==> src/rtl/mem_arbiter_pkg.sv <==
// Shared types for the RAM-port arbiter: word type, RAM status, arbiter state
// and the cache-to-requester index map.
// Ports: none (package).
package mem_arbiter_pkg;

  typedef logic [31:0] word_t;

  typedef enum logic [1:0] {
    FREE   = 2'd0,
    BUSY   = 2'd1,
    ACCESS = 2'd2,
    ERROR  = 2'd3
  } ramstate_t;

  typedef enum logic {
    IDLE  = 1'b0,
    ISSUE = 1'b1
  } arbstate_t;

  // Each core owns two adjacent requester slots: data cache first, then instruction cache.
  localparam int REQS_PER_CORE = 2;

  function automatic int dcache_idx(input int k);
    return REQS_PER_CORE * k;
  endfunction

  function automatic int icache_idx(input int k);
    return REQS_PER_CORE * k + 1;
  endfunction

endpackage

==> src/rtl/mem_arbiter_rr_pick.sv <==
// Round-robin picker: first set bit of pending at or after ptr, wrapping modulo NREQ.
// Ports: pending (request mask), ptr (search start) -> idx (winner), vld (any pending).
module rr_pick #(
  parameter  int NREQ = 4,
  localparam int IW   = $clog2(NREQ)
) (
  input  logic [NREQ-1:0] pending,
  input  logic [IW-1:0]   ptr,
  output logic [IW-1:0]   idx,
  output logic            vld
);

  logic [IW-1:0] cand;

  // Scan from the farthest offset down so the nearest pending index wins last.
  always_comb begin
    idx  = '0;
    vld  = 1'b0;
    cand = '0;
    for (int off = NREQ - 1; off >= 0; off--) begin
      cand = IW'((int'(ptr) + off) % NREQ);
      if (pending[cand]) begin
        idx = cand;
        vld = 1'b1;
      end
    end
  end

endmodule

==> src/rtl/mem_arbiter.sv <==
// Shares one RAM port among NREQ cache requesters, one transaction at a time,
// round-robin with optional data-cache priority and a no-response watchdog.
// Ports: CLK/nRST; req_* per-requester request bus and wait/err/load returns;
//        ram* single RAM port (enables, address, store, load, status).
module mem_arbiter
  import mem_arbiter_pkg::*;
#(
  parameter int NREQ    = 4,
  parameter bit DPRIO   = 1'b1,
  parameter int TIMEOUT = 255
) (
  input  logic                 CLK,
  input  logic                 nRST,
  input  logic  [NREQ-1:0]     req_ren,
  input  logic  [NREQ-1:0]     req_wen,
  input  word_t [NREQ-1:0]     req_addr,
  input  word_t [NREQ-1:0]     req_store,
  output word_t                req_load,
  output logic  [NREQ-1:0]     req_wait,
  output logic  [NREQ-1:0]     req_err,
  output logic                 ramREN,
  output logic                 ramWEN,
  output word_t                ramaddr,
  output word_t                ramstore,
  input  word_t                ramload,
  input  logic  [1:0]          ramstate
);

  localparam int IW = $clog2(NREQ);
  localparam int TW = (TIMEOUT > 0) ? $clog2(TIMEOUT + 1) : 1;
  // Counter value seen in the last allowed ISSUE cycle; that cycle becomes the error.
  localparam logic [TW-1:0] WD_LAST = (TIMEOUT > 0) ? TW'(TIMEOUT - 1) : '0;

  function automatic logic [NREQ-1:0] dcache_mask();
    logic [NREQ-1:0] m;
    m = '0;
    for (int k = 0; k < NREQ / 2; k++) m = m | (NREQ'(1) << dcache_idx(k));
    return m;
  endfunction

  localparam logic [NREQ-1:0] DMASK = dcache_mask();

  arbstate_t       state, state_nx;
  logic [IW-1:0]   grant, grant_nx;
  logic [IW-1:0]   rr_ptr, rr_ptr_nx;
  logic [TW-1:0]   wdog, wdog_nx;
  logic [NREQ-1:0] pending;
  logic [NREQ-1:0] done_oh;
  logic [IW-1:0]   pick_idx;
  logic            pick_vld;
  logic            g_ren, g_wen, done;
  ramstate_t       rs;

  assign pending = req_ren | req_wen;
  assign rs      = ramstate_t'(ramstate);
  assign g_ren   = req_ren[grant];
  assign g_wen   = req_wen[grant];

  generate
    if (DPRIO) begin : g_prio
      logic [IW-1:0] d_idx, i_idx;
      logic          d_vld, i_vld;
      rr_pick #(.NREQ(NREQ)) u_dpick (
        .pending (pending & DMASK),
        .ptr     (rr_ptr),
        .idx     (d_idx),
        .vld     (d_vld)
      );
      rr_pick #(.NREQ(NREQ)) u_ipick (
        .pending (pending & ~DMASK),
        .ptr     (rr_ptr),
        .idx     (i_idx),
        .vld     (i_vld)
      );
      assign pick_idx = d_vld ? d_idx : i_idx;
      assign pick_vld = d_vld | i_vld;
    end else begin : g_flat
      rr_pick #(.NREQ(NREQ)) u_pick (
        .pending (pending),
        .ptr     (rr_ptr),
        .idx     (pick_idx),
        .vld     (pick_vld)
      );
    end
  endgenerate

  always_ff @(posedge CLK or negedge nRST) begin
    if (!nRST) begin
      state  <= IDLE;
      grant  <= '0;
      rr_ptr <= '0;
      wdog   <= '0;
    end else begin
      state  <= state_nx;
      grant  <= grant_nx;
      rr_ptr <= rr_ptr_nx;
      wdog   <= wdog_nx;
    end
  end

  always_comb begin
    state_nx  = state;
    grant_nx  = grant;
    rr_ptr_nx = rr_ptr;
    wdog_nx   = wdog;
    ramREN    = 1'b0;
    ramWEN    = 1'b0;
    ramaddr   = '0;
    ramstore  = '0;
    req_load  = '0;
    req_err   = '0;
    done      = 1'b0;
    done_oh   = '0;
    unique case (state)
      IDLE: begin
        if (pick_vld) begin
          state_nx = ISSUE;
          grant_nx = pick_idx;
          wdog_nx  = '0;
        end
      end
      ISSUE: begin
        if (!(g_ren | g_wen)) begin
          // Requester abandoned the access: release without completing or advancing.
          state_nx = IDLE;
          wdog_nx  = '0;
        end else begin
          ramREN   = g_ren & ~g_wen;
          ramWEN   = g_wen;
          ramaddr  = req_addr[grant];
          ramstore = req_store[grant];
          if (rs == ACCESS) begin
            done = 1'b1;
            if (!g_wen) req_load = ramload;
          end else if (rs == ERROR || (TIMEOUT > 0 && wdog == WD_LAST)) begin
            done           = 1'b1;
            req_err[grant] = 1'b1;
          end
          if (done) begin
            done_oh[grant] = 1'b1;
            state_nx       = IDLE;
            rr_ptr_nx      = (grant == IW'(NREQ - 1)) ? '0 : grant + IW'(1);
            wdog_nx        = '0;
          end else begin
            wdog_nx = wdog + TW'(1);
          end
        end
      end
      default: state_nx = IDLE;
    endcase
  end

  assign req_wait = pending & ~done_oh;

endmodule

==> config.mk <==
export PLATFORM = sky130hd
export DESIGN_NAME = mem_arbiter
export DESIGN_NICKNAME = d
export VERILOG_FILES = /design/src/rtl/mem_arbiter_pkg.sv /design/src/rtl/mem_arbiter_rr_pick.sv /design/src/rtl/mem_arbiter.sv
export SDC_FILE = /design/constraint.sdc
export NUM_CORES = 1
export LEC_CHECK = 0
export ABC_AREA = 0
export ABC_CLOCK_PERIOD_IN_PS = 2500
export BUFFER_PORTS_ARGS = -buffer_cell sky130_fd_sc_hd__buf_2
export CORE_AREA = 2 2 156 158
export CTS_BUF_LIST = sky130_fd_sc_hd__clkbuf_8
export DETAILED_ROUTE_END_ITERATION = 16
export DIE_AREA = 0 0 158 160
export GPL_TIMING_DRIVEN = 0
export SYNTH_ARGS = -nofsm -noshare
export SYNTH_HDL_FRONTEND = slang
export SYNTH_SLANG_ARGS = --single-unit
export TNS_END_PERCENT = 50
==> constraint.sdc <==
create_clock -name CLK -period 2.5 [get_ports CLK]
set_clock_uncertainty 0.2 [all_clocks]
set_input_delay 0.25 -clock CLK [delete_from_list [all_inputs] [get_ports CLK]]
set_output_delay 0.25 -clock CLK [all_outputs]
set_load 0.02 [all_outputs]
==> flow_metrics.py <==
metrics = {
    "cts": {
        "cts_tree": "done",
        "clockRootBuffer": "clkbuf_8",
        "cts_buffer_depth": 2,
        "numCtsBuffers": 3,
        "path_clk_slew_ns": 0.06,
        "clk_latency_ns": 0.25,
        "clkSinkCount": 13,
        "h-tree-depth": 1,
    },
    "drt": {
        "initialDrtViolationCount": 237,
        "drt_pass1_iterations": 4,
        "drt-wirelength-per-cell_um": 18.6,
        "wl_um": 19300,
        "drc": 0,
        "ant_nets": 0,
        "vias": 4504,
        "viasPerCell": 4.33,
    },
    "floorplan": {
        "die_h_um": 160,
        "core_um2": 23800,
        "initial_utilization_pct": 13.2,
        "die_w_um": 158,
        "core.rowCount": 57,
        "dieArea_um2": 25300,
        "io_pins": 406,
    },
    "synthesis": {
        "synth_nets": 594,
        "yosysTopAreaCellShare_pct": 47.2,
        "synth.yosys.seq_area_share_pct": 10.3,
        "synth_cell_types": 35,
        "yosys_register_bits": 13,
        "synth_ff_type": "dfrtp_1",
        "postSynthCellCount": 288,
        "syn_avg_cell_area_um2": 10.9,
        "async_flop_share_pct": 100,
        "synth_area_um2": 3150,
        "synth-warning-count": 0,
        "yosysTopAreaCell": "mux4_2",
        "synth.area.top_cells": "mux4_2 (47%), and2_1 (14%), dfrtp_1 (10%)",
        "synth_edf_count": 0,
    },
    "power": {
        "p_sw_share_pct": 45.9,
        "p_switching_w": 0.00316,
        "clkPwrFrac_pct": 2.8,
        "comb_power_share_pct": 92.1,
        "seqPwrFrac_pct": 5.1,
        "internal_power_w": 0.00372,
        "power_w": 0.00688,
        "powerDensity_nw_per_um2": 1040,
        "peakVddDrop_mv": 0.348,
        "p_leak_nw": 3.23,
    },
    "setup_path": {
        "crit_start": "grant[0]",
        "critical_path_class": "reg -> out",
        "r2r_start": "grant[0]",
        "cp-start-kind": "flop",
        "cp-end-kind": "output pin",
        "required_ns": 2.05,
        "arrival_ns": 2.21,
        "cp_max_fo": 8,
    },
    "global_routing": {
        "grt_use_total_pct": 13.7,
        "grt_pass1_vias": 4417,
        "grt_pass1_wl_um": 26100,
        "grt_antenna_before_repair": 0,
        "grt.overflow.total": 0,
        "grt_max_degree": 14,
    },
    "hold_path": {
        "worstHoldPathType": "in -> reg",
        "min-delay-start": "ramstate[1]",
    },
    "placement": {
        "place_ws_ns": -0.314,
        "gp_congestion": 0.807,
        "dp_cells": 1017,
        "dpl.hpwl_um": 16000,
        "port_buffers": 405,
    },
    "sta": {
        "period_needed_ns": 2.66,
        "slew_violations": 0,
        "fin_crit_sh_pct": 106,
        "clock.fmax_mhz": 376,
        "setup_ws_ns": -0.160,
        "rsz0062_at_grt": "yes",
        "setup_tns_ns": -9.74,
        "setup_viol": 105,
        "worst_pin_slew_ns": 0.670,
        "finalHoldViolCount": 0,
        "slew_headroom_pct": 54.7,
    },
    "finish": {
        "final_nets": 1022,
        "fillers": 2571,
        "area_growth_pct": 110,
        "fin_cells": 1041,
        "layout-drive-gt1-share_pct": 82.2,
    },
    "run": {
        "cap_violations": 0,
    },
    "status": {
        "violations": "negative setup slack",
        "outcome": "complete, but fails checks",
    },
}
## synth_stat cells (all sizes together) (6+ instances only)
library cell   n
nand3          6
and3          34
inv            8
and2          69
mux4          66
buf           24
ha             6
o21ai          9
a21oi          7
dfrtp         13
a31oi          7
clkbuf         6
nor2           8
## worst paths after layout
check | endpoint | slack (ns) | cells after the start
worst min register to register | wdog[4] | 0.31 | 1
max in group asynchronous | grant[1] | 1.57 | 2
worst max-delay path | req_load[24] | -0.16 | 8
worst min-delay path | wdog[7] | 0.18 | 3
min in group asynchronous | wdog[7] | 0.27 | 2
worst max register to register | rr_ptr[1] | 0.30 | 6
## logic make-up (layout without fill, tap and decap cells)
kind of cell	after synthesis	in the layout	share of synthesized area, %
AND/OR/NAND/NOR	132	132	25.9
XOR/XNOR	1	1	0.278
other	0	2	0
AO/OA/AOI/OAI	29	29	5.96
multiplexers	69	69	48.2
buffers and inverters	38	465	6.95
adder cells (fa/ha/maj)	6	6	2.38
flip-flops	13	13	10.3
## power groups by stage
stage               registers, W  clock network (W)  logic, W
floorplan               0.000321                  0   0.00334
global placement        0.000352                  0   0.00488
detailed placement      0.000352                  0   0.00490
CTS                     0.000347           0.000195   0.00599
global route            0.000359           0.000207   0.00674
finish                  0.000348           0.000194   0.00634
## what timing repair did
item,4_1_cts,5_1_grt
buffers inserted,10,2
resized for setup,182,68
pin swaps,9,24
endpoints found under the setup margin,106,105
endpoints found under the hold margin,13,0
cloned,3,2
hold buffers,1,0
## registers in the layout, indices dropped and copies added, names as in the netlist
| register | flops |
|---|---|
| grant | 2 |
| wdog | 8 |
| state | 1 |
| rr_ptr | 2 |
## per-stage QoR
step | utilization, % | instance area [um2] | hold slack [ns]
finish | 27.7 | 6600 | 0.178
floorplan | - | 3150 | -0.246
global route | 27.7 | 6600 | 0.222
detailed placement | 23.4 | 5580 | -0.0318
CTS | 26.4 | 6300 | 0.187
global placement | 23.4 | 5580 | -0.0350
## layout make-up
| class | instances | area [um2] | area share (%) |
|---|---|---|---|
| multi-input cells | 237 | 2840 | 43.1 |
| repair buffers | 423 | 2660 | 40.2 |
| well taps | 324 | 405 | 6.14 |
| flip-flops and latches | 13 | 327 | 4.95 |
| plain buffers | 30 | 292 | 4.42 |
| clock buffers | 3 | 41.3 | 0.625 |
| inverters | 8 | 30.0 | 0.455 |
| diodes | 2 | 5.00 | 0.0758 |
| clock inverters | 1 | 3.75 | 0.0569 |
## placed cells by master, fill, tap and decap left out, drive strengths merged
cell | Yosys | layout
a21boi | 1 | 1
a21oi | 7 | 7
a31oi | 7 | 7
a41o | 1 | 1
a41oi | 1 | 1
and2 | 69 | 69
and3 | 34 | 34
and4 | 1 | 1
buf | 24 | 445
clkbuf | 6 | 10
dfrtp | 13 | 13
diode | 0 | 2
dlygate4sd3 | 0 | 1
ha | 6 | 6
inv | 8 | 9
mux2 | 1 | 1
mux2i | 2 | 2
mux4 | 66 | 66
nand2 | 3 | 3
nand3 | 6 | 6
nand4 | 1 | 1
nor2 | 8 | 8
nor2b | 1 | 1
nor3 | 2 | 2
nor3b | 1 | 1
o21a | 1 | 1
o21ai | 9 | 9
o32a | 1 | 1
o41ai | 1 | 1
or2 | 1 | 1
or4 | 5 | 5
xor2 | 1 | 1
## per-layer routing
layer,vias to the layer above,global-route usage [%],wire (um)
met3,18,2.31,1590
met2,244,24.5,9940
met5,-,0,0
li1,2001,-,-
met1,2241,17.4,7530
met4,0,2.17,277
## critical path, cell delays in order, from the launching register on
cell     delay [ns]
dfrtp_1        0.37
buf_6          0.13
mux4_2         0.54
buf_6          0.15
nor3b_4        0.16
buf_6          0.17
buf_6          0.12
and3_4         0.19
buf_6          0.12
Power figures use the tool's default switching activity.
